File: src/rtl/muldiv_unit.sv
`default_nettype none
// ============================================================================
// muldiv_unit : iterative RV32M multiply/divide, one bit per cycle.
// Divider compiled in only when MULDIV_DIV_EN is defined.
// Revision    : 1.0
// ============================================================================
module muldiv_unit #(
    parameter int WIDTH = 32
) (
    input  logic             clk,
    input  logic             reset_n,
    input  logic             start,
    input  logic [2:0]       funct3,
    input  logic [WIDTH-1:0] a,
    input  logic [WIDTH-1:0] b,
    input  logic             flush,
    output logic             busy,
    output logic             done,
    output logic [WIDTH-1:0] result,
    output logic             illegal
);
    localparam int CNT_W = (WIDTH > 1) ? $clog2(WIDTH) : 1;

    typedef enum logic [2:0] {
        S_IDLE = 3'd0,
        S_MUL  = 3'd1,
`ifdef MULDIV_DIV_EN
        S_DIV  = 3'd2,
`endif
        S_FIX  = 3'd3,
        S_DONE = 3'd4
    } state_t;

    state_t               state_q, state_d;
    logic [2:0]           f3_q, f3_d;
    logic [WIDTH-1:0]     op_q, op_d;
    logic [2*WIDTH-1:0]   acc_q, acc_d;
    logic                 neg_q, neg_d;
    logic [CNT_W-1:0]     cnt_q, cnt_d;
    logic [WIDTH-1:0]     result_q, result_d;
    logic                 illegal_q, illegal_d;
    logic                 done_q, done_d;
    logic                 busy_q, busy_d;

    logic                 a_signed, b_signed, a_neg, b_neg, neg_in;
    logic [WIDTH-1:0]     a_mag, b_mag;
    logic [WIDTH:0]       mul_sum;
    logic [2*WIDTH-1:0]   mul_next, prod;

    always_comb begin
        a_signed = (funct3 == 3'b001) || (funct3 == 3'b010) ||
                   (funct3 == 3'b100) || (funct3 == 3'b110);
        b_signed = (funct3 == 3'b001) || (funct3 == 3'b100) || (funct3 == 3'b110);
        a_neg    = a_signed & a[WIDTH-1];
        b_neg    = b_signed & b[WIDTH-1];
        a_mag    = a_neg ? -a : a;
        b_mag    = b_neg ? -b : b;
        // Unsigned ops have both sign flags clear, so only REM needs its own rule.
        neg_in   = (funct3 == 3'b110) ? a_neg : (a_neg ^ b_neg);
    end

    // Multiply: high half accumulates the multiplicand, low half shifts out multiplier bits.
    always_comb begin
        mul_sum  = {1'b0, acc_q[2*WIDTH-1:WIDTH]} +
                   (acc_q[0] ? {1'b0, op_q} : {(WIDTH+1){1'b0}});
        mul_next = {mul_sum, acc_q[WIDTH-1:1]};
        prod     = neg_q ? -acc_q : acc_q;
    end

`ifdef MULDIV_DIV_EN
    logic [WIDTH:0]       div_shift;
    logic [WIDTH-1:0]     div_diff, div_sel, div_res;
    logic                 div_ge;
    logic [2*WIDTH-1:0]   div_next;

    // Restoring divide: high half is the partial remainder, low half the dividend/quotient.
    always_comb begin
        div_shift = {acc_q[2*WIDTH-1:WIDTH], acc_q[WIDTH-1]};
        div_ge    = (div_shift >= {1'b0, op_q});
        div_diff  = div_shift[WIDTH-1:0] - op_q;
        div_next  = div_ge ? {div_diff, acc_q[WIDTH-2:0], 1'b1}
                           : {div_shift[WIDTH-1:0], acc_q[WIDTH-2:0], 1'b0};
        div_sel   = f3_q[1] ? acc_q[2*WIDTH-1:WIDTH] : acc_q[WIDTH-1:0];
        div_res   = neg_q ? -div_sel : div_sel;
    end
`endif

    always_comb begin
        state_d   = state_q;
        f3_d      = f3_q;
        op_d      = op_q;
        acc_d     = acc_q;
        neg_d     = neg_q;
        cnt_d     = cnt_q;
        result_d  = result_q;
        illegal_d = illegal_q;
        done_d    = 1'b0;

        case (state_q)
            S_IDLE: begin
                if (start && !flush) begin
                    f3_d      = funct3;
                    neg_d     = neg_in;
                    cnt_d     = CNT_W'(WIDTH - 1);
                    illegal_d = 1'b0;
                    if (!funct3[2]) begin
                        op_d    = a_mag;
                        acc_d   = {{WIDTH{1'b0}}, b_mag};
                        state_d = S_MUL;
                    end else begin
`ifdef MULDIV_DIV_EN
                        if (b == '0) begin
                            result_d = funct3[1] ? a : {WIDTH{1'b1}};
                            state_d  = S_DONE;
                            done_d   = 1'b1;
                        end else if (!funct3[0] && (a == {1'b1, {(WIDTH-1){1'b0}}}) &&
                                     (b == {WIDTH{1'b1}})) begin
                            result_d = funct3[1] ? '0 : a;
                            state_d  = S_DONE;
                            done_d   = 1'b1;
                        end else begin
                            op_d    = b_mag;
                            acc_d   = {{WIDTH{1'b0}}, a_mag};
                            state_d = S_DIV;
                        end
`else
                        result_d  = '0;
                        illegal_d = 1'b1;
                        state_d   = S_DONE;
                        done_d    = 1'b1;
`endif
                    end
                end
            end
            S_MUL: begin
                acc_d = mul_next;
                if (cnt_q == '0) state_d = S_FIX;
                else             cnt_d   = cnt_q - 1'b1;
            end
`ifdef MULDIV_DIV_EN
            S_DIV: begin
                acc_d = div_next;
                if (cnt_q == '0) state_d = S_FIX;
                else             cnt_d   = cnt_q - 1'b1;
            end
`endif
            S_FIX: begin
                if (f3_q[2]) begin
`ifdef MULDIV_DIV_EN
                    result_d = div_res;
`else
                    result_d = '0;
`endif
                end else begin
                    result_d = (f3_q[1:0] == 2'b00) ? prod[WIDTH-1:0] : prod[2*WIDTH-1:WIDTH];
                end
                state_d = S_DONE;
                done_d  = 1'b1;
            end
            S_DONE:  state_d = S_IDLE;
            default: state_d = S_IDLE;
        endcase

        // Abort wins over everything: no done pulse and the previous result stays visible.
        if (flush && (state_q != S_IDLE)) begin
            state_d  = S_IDLE;
            done_d   = 1'b0;
            result_d = result_q;
        end

        busy_d = (state_d != S_IDLE);
    end

    always_ff @(posedge clk) begin
        if (!reset_n) begin
            state_q   <= S_IDLE;
            f3_q      <= '0;
            op_q      <= '0;
            acc_q     <= '0;
            neg_q     <= 1'b0;
            cnt_q     <= '0;
            result_q  <= '0;
            illegal_q <= 1'b0;
            done_q    <= 1'b0;
            busy_q    <= 1'b0;
        end else begin
            state_q   <= state_d;
            f3_q      <= f3_d;
            op_q      <= op_d;
            acc_q     <= acc_d;
            neg_q     <= neg_d;
            cnt_q     <= cnt_d;
            result_q  <= result_d;
            illegal_q <= illegal_d;
            done_q    <= done_d;
            busy_q    <= busy_d;
        end
    end

    assign busy    = busy_q;
    assign done    = done_q;
    assign result  = result_q;
    assign illegal = illegal_q;

endmodule
`default_nettype wire

File: config.mk
export PLATFORM = sky130hd
export DESIGN_NAME = muldiv_unit
export DESIGN_NICKNAME = d
export VERILOG_FILES = /design/src/rtl/muldiv_unit.sv
export SDC_FILE = /design/constraint.sdc
export NUM_CORES = 1
export LEC_CHECK = 0
export BUFFER_PORTS_ARGS = -buffer_cell sky130_fd_sc_hd__clkbuf_2
export CORE_ASPECT_RATIO = 1.5
export CORE_UTILIZATION = 50
export CTS_BUF_LIST = sky130_fd_sc_hd__clkbuf_4 sky130_fd_sc_hd__clkbuf_8 sky130_fd_sc_hd__clkbuf_16
export CTS_CLUSTER_DIAMETER = 120
export DETAILED_ROUTE_END_ITERATION = 8
export GPL_TIMING_DRIVEN = 0
export PLACE_DENSITY = 0.7
export SLEW_MARGIN = 15
export SYNTH_ARGS = -nofsm -noshare
export SYNTH_HDL_FRONTEND = slang
export SYNTH_SLANG_ARGS = --single-unit
File: constraint.sdc
create_clock -name clk -period 3.85 [get_ports clk]
set_input_delay 0.1925 -clock clk [delete_from_list [all_inputs] [get_ports clk]]
set_output_delay 0.1925 -clock clk [all_outputs]
set_load 0.02 [all_outputs]
# Word-level counts from Yosys, hierarchy flattened
# Index checks and enable logic that the tools add are counted.
[word_totals]
reg_bits = 143
latch_bits = 0
ram_bits = 0
romBits = 0
in_bits = 71
out_inout_bits = 35
elab_cells = 76
mem_count = 0
[op_classes]
addsub = 5
multipliers = 0
div = 0
magnitude_cmp = 0
n_eq_ne = 10
n_shift = 0
n_mux = 24
bitwise = 6
reduce_logical = 21
[ops]
columns = ["op", "n"]
rows = [
  ["two-way mux 32 bit", 7],
  ["two-way mux 64 bit", 3],
  ["case mux 64 bit (2 select lines)", 1],
  ["negation 32 bit", 2],
  ["negation 64 bit", 1],
  ["case mux 32 bit (2 select lines)", 1],
  ["adder 32 x 32 -> 33 bit", 1],
  ["two-way mux 3 bit", 4],
  ["two-way mux 5 bit", 2],
  ["case mux 5 bit (2 select lines)", 1],
  ["case mux 3 bit (3 select lines)", 1],
  ["AND reduction 3 bit", 3],
  ["!= test 2 bit (second input constant)", 4],
  ["equality test 3 x 1 -> 1 bit (second input constant)", 2],
  ["equality test 3 x 2 -> 1 bit (second input constant)", 2],
  ["equality test 3 bit (second input constant)", 2],
  ["nonzero test 3 bit", 2],
  ["zero test 5 bit", 1],
  ["logical OR 1 bit", 5],
  ["subtractor 5 x 1 -> 5 bit (second input constant)", 1],
  ["AND reduction 4 bit", 1],
  ["nonzero test 2 bit", 2],
  ["zero test 3 bit", 1],
  ["two-way mux 1 bit", 3],
  ["other kinds (9)", 13],
]

# Longest topological paths before layout
# Gate-level depths: netlist (run 1).
[depth]
word_depth = 8
depth_mapped = 14
depth_no_buf = 12

# Worst setup path after synthesis (run 1)
# No wires, ideal clock.
[synth_timing]
path_kind = "reg-to-reg"
from = "register acc_q[0]"
to = "register acc_q[63]"
setup_ps = 78
arrival_ps = 3402
required_time_ps = 3772
slack_ps = 370
path_stages_with_launch = 15
n_path_buf = 2
period_less_slack_ps = 3480
cell_sequence = "dfxtp_1 -> clkbuf_1 -> clkbuf_1 -> and2_1 -> ha_1 -> inv_1 -> fa_1 -> nor2b_1 -> o211ai_1 -> a2111oi_0 -> o21ai_0 -> o311ai_0 -> nand2_1 -> o31a_1 -> nor3_1"
[synth_via]
elab_chain_len = 3
[synth_lines]
columns = ["element", "line_no", "source"]
rows = [
  ["start, declared", "37", "logic [2*WIDTH-1:0] acc_q, acc_d;"],
  ["start signal, assigned", "179", "acc_q <= '0;"],
  ["start signal, assigned", "190", "acc_q <= acc_d;"],
  ["two-way mux 32 bit", "65", "(acc_q[0] ? {1'b0, op_q} : {(WIDTH+1){1'b0}});"],
  ["adder 32 x 32 -> 33 bit", "64", "mul_sum = {1'b0, acc_q[2*WIDTH-1:WIDTH]} +"],
  ["case mux 64 bit (2 select lines)", "99", "case (state_q)"],
]
# No other way between the ends.
# A chain may end at the register's enable or synchronous reset.

# Worst setup path in the final report (run 1)
# Same ends and word-level chain as after synthesis.

==> flow_summary.json, run 1 <==
{
  "total_power_mw": 3.85,
  "ys_seq_elements": 142,
  "cts_buffers": 17,
  "cts_sinks": 142,
  "start_kind": "flip-flop",
  "ff_latch_area_um2": 2850,
  "netlist.area_leader.share": 0.288,
  "syn_nets": 1426,
  "max-clock-path-buffers": 2,
  "ys_seq_area_frac": 0.288,
  "drt_iter0_markers": 763,
  "p_per_area_nw_per_um2": 340,
  "finalHoldViolations": 0,
  "synth-edff-count": 0,
  "layout.nets": 1547,
  "dieArea_um2": 20300,
  "cts_tree": "done",
  "fmax_mhz": 284,
  "worstPathMaxFanout": 19,
  "synth.distinct_cells": 68,
  "die_width_um": 117,
  "slew_viol_final": 0,
  "drc": 0,
  "clk_pin_slew_ns": 0.07,
  "p_leak_nw": 4.45,
  "setup_viol_count_final": 0,
  "fin_skew_ns": 0.00713,
  "antenna_left": 0,
  "cts_setup_buffers": 0,
  "setup-tns-final_ns": 0,
  "routedWlPerCell_um": 20.4,
  "grt_antenna_before_repair": 1,
  "n_antenna_cell": 0,
  "first_pass_iters": 5,
  "rsz0062_at_grt": "no",
  "switching_share": 0.308,
  "synth_commonest_cells": "142 x dfxtp_1, 138 x nor2_1, 132 x nand2_1",
  "clockRootBuffer": "clkbuf_16",
  "die_y_um": 174,
  "post_synth.cell_area_avg_um2": 7.51,
  "core_um2": 19200,
  "routed_via_density": 6.11,
  "initial_core_util": 0.514,
  "ioPinCount": 106,
  "dpl.cell_count": 1676,
  "crit_type": "flip-flop to flip-flop",
  "pwr-share-seq": 0.406,
  "relSlewSlack": 0.372,
  "synthTopCellsByArea": "dfxtp_1 29%, xor2_1 6.2%, a21oi_1 5.6%",
  "placed_cell_area_um2": 10700,
  "p_int_mw": 2.66,
  "yosys.cell_count.top_type": "dfxtp_1",
  "max_cap_violations": 0,
  "comb_power_share": 0.171,
  "p_sw_mw": 1.19,
  "syn-cell-area_um2": 9880,
  "nFillCells": 1953,
  "grt_max_degree": 20,
  "clk-insertion-delay-late_ns": 0.45,
  "layoutNonFillerInstCount": 1707,
  "ir_drop_mv": 0.228,
  "worstPathArrival_ns": 3.89,
  "gp_congestion": 1.00,
  "synthFlopType": "dfxtp_1",
  "min_period_ns": 3.52,
  "end_kind": "flip-flop",
  "drt-total-wl_mm": 34.9,
  "hp-class": "primary input to flip-flop",
  "fp-row-count": 62,
  "grt.total_usage": 0.355,
  "grt_pass1_vias": 10200,
  "drive_gt1_frac": 0.108,
  "tightest_slew_ns": 0.933,
  "hold_ws_ns": 0.0560,
  "overflow": 0,
  "num_vias": 10400,
  "grt_pass1_wl_mm": 54.2,
  "htree_levels": 4,
  "synth-async-reset-ratio": 0,
  "synth.largest_area_cell": "dfxtp_1",
  "required_ns": 4.22,
  "dp_hpwl_mm": 27.4,
  "place.port_buffers": 103,
  "multi_input_area_um2": 6670,
  "post-route-period-util": 0.914,
  "outcome": "completed",
  "clock_power_share": 0.424,
  "final_area_um2": 11300,
  "synthCells": 1317,
  "syn_to_final_growth_pct": 14.5,
  "yosys_warnings": 0
}
## flip-flops by register name, summed over array words and instances, names as in the netlist
| signal | flops |
|---|---|
| acc_q | 64 |
| busy | 1 |
| cnt_q | 5 |
| done | 1 |
| f3_q | 3 |
| neg_q | 1 |
| op_q | 32 |
| result | 32 |
| state_q | 3 |
## stage by stage
step / util / setup slack (ns)
2_1_floorplan: - / 0.370
3_3_place_gp: 0.557 / -0.979
3_5_place_dp: 0.557 / -1.06
4_1_cts: 0.588 / 0.187
5_1_grt: 0.589 / 0.0645
6_report: 0.589 / 0.331
## power by group through the flow
stage | Clock [mW] | Combinational [mW] | Sequential, mW
6_report | 1.63 | 0.657 | 1.56
5_1_grt | 1.70 | 0.716 | 1.57
4_1_cts | 1.64 | 0.648 | 1.56
3_5_place_dp | 0 | 0.647 | 1.59
3_3_place_gp | 0 | 0.643 | 1.59
2_1_floorplan | 0 | 0.423 | 1.57
## worst paths after layout
check	from	endpoint	cells after the start	slack, ns
setup reg to reg	acc_q[0]	acc_q[63]	12	0.33
hold / removal	a[0]	op_q[0]	3	0.06
setup / recovery	acc_q[0]	acc_q[63]	12	0.33
hold reg to reg	result[11]	result[11]	2	0.44
## layer usage
metal  vias up  share of wire  track usage
met5         -              0            0
met4         0          0.080        0.276
met3       136          0.054       0.0596
met2       388           0.50        0.622
met1      4854           0.36        0.367
li1       5050              -            -
## timing repair
item | in CTS | in global routing
hold endpoints to repair | 2 | 0
cloned | 0 | 0
endpoints found under the setup margin | 12 | 1
resized for setup | 5 | 4
hold buffers | 1 | 0
## critical path, cell delays in order, from the launching register on
cell and delay, ns:
dfxtp_4 0.50, and2_1 0.19, ha_1 0.17, inv_1 0.06
fa_1 0.39, nor2b_1 0.18, o211ai_1 0.23, a2111oi_4 0.44
o21ai_1 0.28, o311ai_1 0.32, nand2_1 0.15, o31a_1 0.36
nor3_1 0.17
## area by class of cell
class | count | share of cell area
plain buffers | 71 | 0.0236
clock buffers | 19 | 0.0395
clock inverters | 13 | 0.0114
inverters | 30 | 0.00995
multi-input cells | 1072 | 0.589
flip-flops and latches | 142 | 0.251
well taps | 256 | 0.0283
repair buffers | 104 | 0.0464
## placed cells by master, fill, tap and decap left out, drive strengths merged, types with 5 or more instances in the layout
| master | instances |
|---|---|
| a211oi | 35 |
| a21o | 13 |
| a21oi | 111 |
| a221oi | 7 |
| a22oi | 15 |
| a311oi | 5 |
| a31oi | 11 |
| and2 | 40 |
| and3 | 6 |
| clkbuf | 190 |
| dfxtp | 142 |
| ha | 37 |
| inv | 34 |
| mux2i | 10 |
| nand2 | 132 |
| nand2b | 5 |
| nand3 | 36 |
| nand4 | 12 |
| nor2 | 139 |
| nor3 | 41 |
| nor4 | 20 |
| o211ai | 5 |
| o21a | 6 |
| o21ai | 107 |
| o21bai | 6 |
| o221ai | 7 |
| o31ai | 33 |
| o41ai | 12 |
| or2 | 6 |
| or3 | 16 |
| or4 | 19 |
| xnor2 | 63 |
| xor2 | 70 |
## kinds of logic (layout without fill, tap and decap cells)
kind of cell	Yosys count	in the layout	synth area share
xor+xnor	133	133	0.118
buf+inv	103	237	0.0391
flops	142	142	0.288
fa+ha+maj	38	38	0.0489
mux	12	12	0.0124
compound gates	404	404	0.258
simple gates	485	485	0.236
Note: power is estimated with default switching activity, not from simulation.
==> inputs of run 2 (changes only) <==
ABC_AREA = 1   (was unset)
CORE_MARGIN = 2   (was unset)
PLACE_DENSITY = 0.69   (was 0.7)
SETUP_SLACK_MARGIN = 0.05   (was unset)
==> flow_summary.json, run 2 <==
{
  "routedWlPerCell_um": 18.5,
  "finalHoldViolations": 0,
  "final_cell_mix": "549 x nand2_1, 311 x nor2_1, 230 x inv_1",
  "worstPathArrival_ns": 3.73,
  "setup_ws_ns": 0.413,
  "rsz0062_at_grt": "no",
  "p_leak_nw": 6.57,
  "die_y_um": 192,
  "layout.nets": 2311,
  "post_synth.cell_area_avg_um2": 5.67,
  "drt-total-wl_mm": 46.8,
  "worstPathMaxFanout": 10,
  "clockRootBuffer": "clkbuf_16",
  "core_um2": 23100,
  "fp-row-count": 68,
  "relSlewSlack": 0.252,
  "cts_tree": "done",
  "cp_num_buf_inv": 4,
  "routed_via_density": 5.63,
  "n_antenna_cell": 0,
  "netlist.area_leader.share": 0.241,
  "grt_antenna_before_repair": 0,
  "required_ns": 4.14,
  "first_pass_iters": 6,
  "grt.total_usage": 0.384,
  "synth-async-reset-ratio": 0,
  "dieArea_um2": 24800,
  "syn-cell-area_um2": 11800,
  "ir_drop_mv": 0.314,
  "grt_pass1_vias": 13600,
  "hp-class": "primary input to flip-flop",
  "synth_commonest_cells": "549 x nand2_1, 311 x nor2_1, 230 x inv_1",
  "routed.top_layer": "met4",
  "grt_pass1_wl_mm": 72.1,
  "initial_core_util": 0.511,
  "setup_viol_count_final": 0,
  "antenna_left": 0,
  "cpPeakStageDelay_ns": 0.60,
  "max_cap_violations": 0,
  "synth-edff-count": 0,
  "htree_levels": 4,
  "ys_seq_elements": 142,
  "post-place-ws_ns": 0.494,
  "wl_met1_mm": 17.1,
  "ys_seq_area_frac": 0.241,
  "gp_congestion": 1.07,
  "critical-path-top-delay-family": "simple AND/OR/NAND/NOR gates",
  "drc": 0,
  "path_common_cell": "nand2_1",
  "synth.largest_area_cell": "dfxtp_1",
  "fin_skew_ns": 0.00916,
  "crit_type": "flip-flop to flip-flop",
  "syn_to_final_growth_pct": 12.9,
  "cts_hold_buffers": 0,
  "slew_viol_final": 0,
  "min_period_ns": 3.44,
  "post_cts_resized": 0,
  "wl_met2_mm": 23.0,
  "p_per_area_nw_per_um2": 334,
  "clk-insertion-delay-late_ns": 0.45,
  "synth.distinct_cells": 43,
  "num_vias": 14300,
  "largest_reg_flops": 64,
  "grt_max_degree": 17,
  "nFillCells": 2486,
  "drive_gt1_frac": 0.0862,
  "cts_sinks": 142,
  "setup-tns-final_ns": 0,
  "cts_buffers": 17,
  "dp_hpwl_mm": 38.0,
  "synthTopCellsByArea": "dfxtp_1 24%, nand2_1 17%, nor2_1 9.9%",
  "die_width_um": 129,
  "start_kind": "flip-flop",
  "synthFlopType": "dfxtp_1",
  "outcome": "completed",
  "synthCells": 2078,
  "crit_chain": "buf_2, clkbuf_1, nand2_1, inv_1, ha_1, inv_1, fa_1, o21ai_0, nand2_1, nand2_1, nand3_1, nand2_1, nand2_1, nand2_1, nand2_1, nand3_1, a21oi_1",
  "drt_iter0_markers": 1068,
  "yosys.cell_count.top_type": "nand2_1",
  "syn_nets": 2187,
  "cts_setup_buffers": 0,
  "clk_pin_slew_ns": 0.07,
  "tightest_slew_ns": 1.12,
  "place.port_buffers": 105,
  "top_register": "acc_q",
  "fmax_mhz": 291,
  "final_common_cell": "nand2_1",
  "dr_wl_met3_mm": 2.26,
  "end_kind": "flip-flop",
  "overflow": 0,
  "post-route-period-util": 0.893,
  "max-clock-path-buffers": 2,
  "slowest_stage": "o21ai_0",
  "yosys_warnings": 0,
  "ioPinCount": 106
}
run 2: cell count changes in the layout (fill, tap and decap cells not counted), sizes merged, moves of 23 or more:
cell and change:
o31ai -32, nand3 +159, and2 -39, inv +211
a211oi -33, nor2 +176, nand2 +420, xnor2 -62
nor3 -23, clkbuf -23, o21ai +49, a21oi +112
xor2 -46, buf +26
run 2: per-layer routing:
metal / vias to the layer above / track usage
met3: 200 / 0.0474
met1: 6418 / 0.400
met2: 561 / 0.678
li1: 7075 / -
met5: - / 0
met4: 0 / 0.317
run 2: cell type report:
class / count / area (um^2) / share of cell area
Inverter: 239 / 897 / 0.0675
Clock buffer: 19 / 447 / 0.0336
Sequential cell: 142 / 2840 / 0.214
Buffer: 72 / 313 / 0.0235
Timing Repair Buffer: 105 / 526 / 0.0395
Multi-Input combinational cell: 1625 / 7730 / 0.581
Tap cell: 315 / 394 / 0.0296
Clock inverter: 13 / 151 / 0.0114
run 2: worst paths after layout:
check	slack [ns]	cells after the start	startpoint	endpoint
hold / removal	0.03	3	a[20]	op_q[20]
setup reg to reg	0.41	17	acc_q[0]	acc_q[61]
setup / recovery	0.41	17	acc_q[0]	acc_q[61]
hold reg to reg	0.46	1	cnt_q[0]	cnt_q[0]
run 2: through the flow:
step	util	hold slack, ns	instance area, um^2	power, mW	cells
floorplan	-	0.332	11800	2.33	2078
global placement	0.551	0.452	12700	2.70	2498
detailed placement	0.551	0.455	12700	2.71	2498
CTS	0.577	0.0333	13300	4.41	2530
global route	0.577	0.0583	13300	4.62	2530
finish	0.577	0.0340	13300	4.44	2530
run 2: cell families after synthesis:
| group | after synthesis | share of synthesized area |
|---|---|---|
| and+or+nand+nor | 1136 | 0.402 |
| AOI/OAI and AO/OA | 426 | 0.194 |
| buffers and inverters | 311 | 0.103 |
| DFF | 142 | 0.241 |
| adders and majority gates | 38 | 0.0410 |
| xor gates and xnor gates | 25 | 0.0186 |
run 2: worst reg2reg max path, cell delays in order (launching register included):
cell and delay [ns]:
dfxtp_1 0.31, buf_2 0.21, clkbuf_1 0.36, nand2_1 0.09, inv_1 0.10, ha_1 0.21
inv_1 0.09, fa_1 0.39, o21ai_0 0.60, nand2_1 0.11, nand2_1 0.16, nand3_1 0.09
nand2_1 0.21, nand2_1 0.10, nand2_1 0.08, nand2_1 0.05, nand3_1 0.07, a21oi_1 0.07
run 2: power breakdown:
| part | internal [mW] | switching [mW] | total [mW] |
|---|---|---|---|
| Combinational | 0.329 | 0.800 | 1.13 |
| Clock | 0.993 | 0.729 | 1.72 |
| Sequential | 1.53 | 0.0607 | 1.59 |
==> inputs of run 3 (changes only) <==
REMOVE_ABC_BUFFERS = 1   (was unset)
==> flow_summary.json, run 3 (synthesized netlist as in run 2, its figures left out) <==
{
  "rsz0062_at_grt": "no",
  "gp_congestion": 0.984,
  "crit_type": "flip-flop to flip-flop",
  "rrSetupSlack_ns": 0.59,
  "grt_antenna_before_repair": 0,
  "min_period_ns": 3.26,
  "clk_pin_slew_ns": 0.07,
  "final_common_cell": "nand2_1",
  "nFillCells": 2471,
  "num_vias": 13800,
  "cts_setup_buffers": 0,
  "post-route-period-util": 0.848,
  "routed_via_density": 5.59,
  "clk-insertion-delay-late_ns": 0.45,
  "placed_cell_area_um2": 12500,
  "final_area_um2": 13200,
  "syn_to_final_growth_pct": 11.8,
  "worstPathMaxFanout": 34,
  "start_kind": "flip-flop",
  "drt_iter0_markers": 1178,
  "top_register": "acc_q",
  "setup_viol_count_final": 0,
  "relSlewSlack": 0.223,
  "total_power_mw": 4.46,
  "ioPinCount": 106,
  "p_per_area_nw_per_um2": 338,
  "fmax_mhz": 306,
  "dieArea_um2": 24800,
  "dp_hpwl_mm": 31.5,
  "antenna_left": 0,
  "grt_pass1_vias": 12700,
  "outcome": "completed",
  "grt_pass1_wl_mm": 63.1,
  "slew_viol_final": 0,
  "crit_chain": "nand2_1, inv_1, ha_1, inv_1, fa_1, o21ai_0, nand2_1, nand2_1, nand3_1, nand2_1, nand2_1, nand2_1, nand2_1, nand3_1, a21oi_1",
  "critical-path-top-delay-family": "simple AND/OR/NAND/NOR gates",
  "tightest_slew_ns": 1.16,
  "path_common_cell": "nand2_1",
  "required_ns": 4.18,
  "cts_buffers": 17,
  "grt_max_degree": 84,
  "ir_drop_mv": 0.330,
  "final_cell_mix": "549 x nand2_1, 309 x nor2_1, 229 x inv_1",
  "die_width_um": 129,
  "drive_gt1_frac": 0.0856,
  "end_kind": "flip-flop",
  "cts_tree": "done",
  "slowest_stage": "dfxtp_2",
  "worstPathArrival_ns": 3.60,
  "htree_levels": 4,
  "overflow": 0,
  "finalHoldViolations": 0,
  "n_antenna_cell": 0,
  "largest_reg_flops": 64,
  "clockRootBuffer": "clkbuf_16",
  "routedWlPerCell_um": 16.3,
  "grt.total_usage": 0.325,
  "cp_num_buf_inv": 2,
  "post_cts_resized": 0,
  "die_y_um": 192,
  "fin_util": 0.571,
  "drc": 0,
  "fin_skew_ns": 0.0133,
  "cpPeakStageDelay_ns": 0.77,
  "drt-total-wl_mm": 40.1,
  "cts_hold_buffers": 0,
  "core_um2": 23100,
  "place.port_buffers": 105,
  "cts_sinks": 142,
  "first_pass_iters": 9,
  "max-clock-path-buffers": 2,
  "initial_core_util": 0.511,
  "fp-row-count": 68,
  "layout.nets": 2245,
  "hp-class": "primary input to flip-flop",
  "max_cap_violations": 0,
  "p_leak_nw": 6.50
}
## run 3: worst register-to-register path, cell delays in order, from the launching register on
cell	delay (ns)
dfxtp_2	0.77
nand2_1	0.12
inv_1	0.09
ha_1	0.19
inv_1	0.09
fa_1	0.40
o21ai_0	0.58
nand2_1	0.10
nand2_1	0.14
nand3_1	0.09
nand2_1	0.20
nand2_1	0.14
nand2_1	0.09
nand2_1	0.04
nand3_1	0.06
a21oi_1	0.06
## run 3: area by class of cell
type	count	area [um^2]	share of cell area
Clock buffer	18	433	0.0329
Clock inverter	14	204	0.0155
Inverter	239	902	0.0685
Multi-Input combinational cell	1625	7760	0.589
Sequential cell	142	2850	0.216
Tap cell	315	394	0.0299
Timing Repair Buffer	111	628	0.0477
## run 3: worst paths after layout
check	startpoint	depth (start not counted)	endpoint
setup reg to reg	acc_q[0]	15	acc_q[61]
hold / removal	a[0]	3	op_q[0]
setup / recovery	acc_q[0]	15	acc_q[61]
hold reg to reg	result[29]	2	result[29]
## run 3: metal layers
| layer | part of all wire | vias to the layer above | GRT usage |
|---|---|---|---|
| li1 | - | 6927 | - |
| met1 | 0.38 | 6267 | 0.335 |
| met2 | 0.52 | 436 | 0.618 |
| met3 | 0.038 | 138 | 0.0437 |
| met4 | 0.061 | 0 | 0.182 |
| met5 | 0 | - | 0 |
## run 3: where the power goes
part,internal [mW],switching [mW],total [mW]
combinational,0.315,0.704,1.02
sequential,1.53,0.0877,1.61
clock,1.10,0.719,1.82
## run 3: per-stage QoR
step	hold WS, ns	setup WS [ns]	std cells	TNS, ns
finish	0.0176	0.586	2464	0
global route	0.0234	0.324	2464	0
CTS	0.0103	0.228	2464	0
detailed placement	0.456	0.250	2432	0
global placement	0.451	-3.83	2426	-265.61
floorplan	0.310	-0.680	2006	-33.75
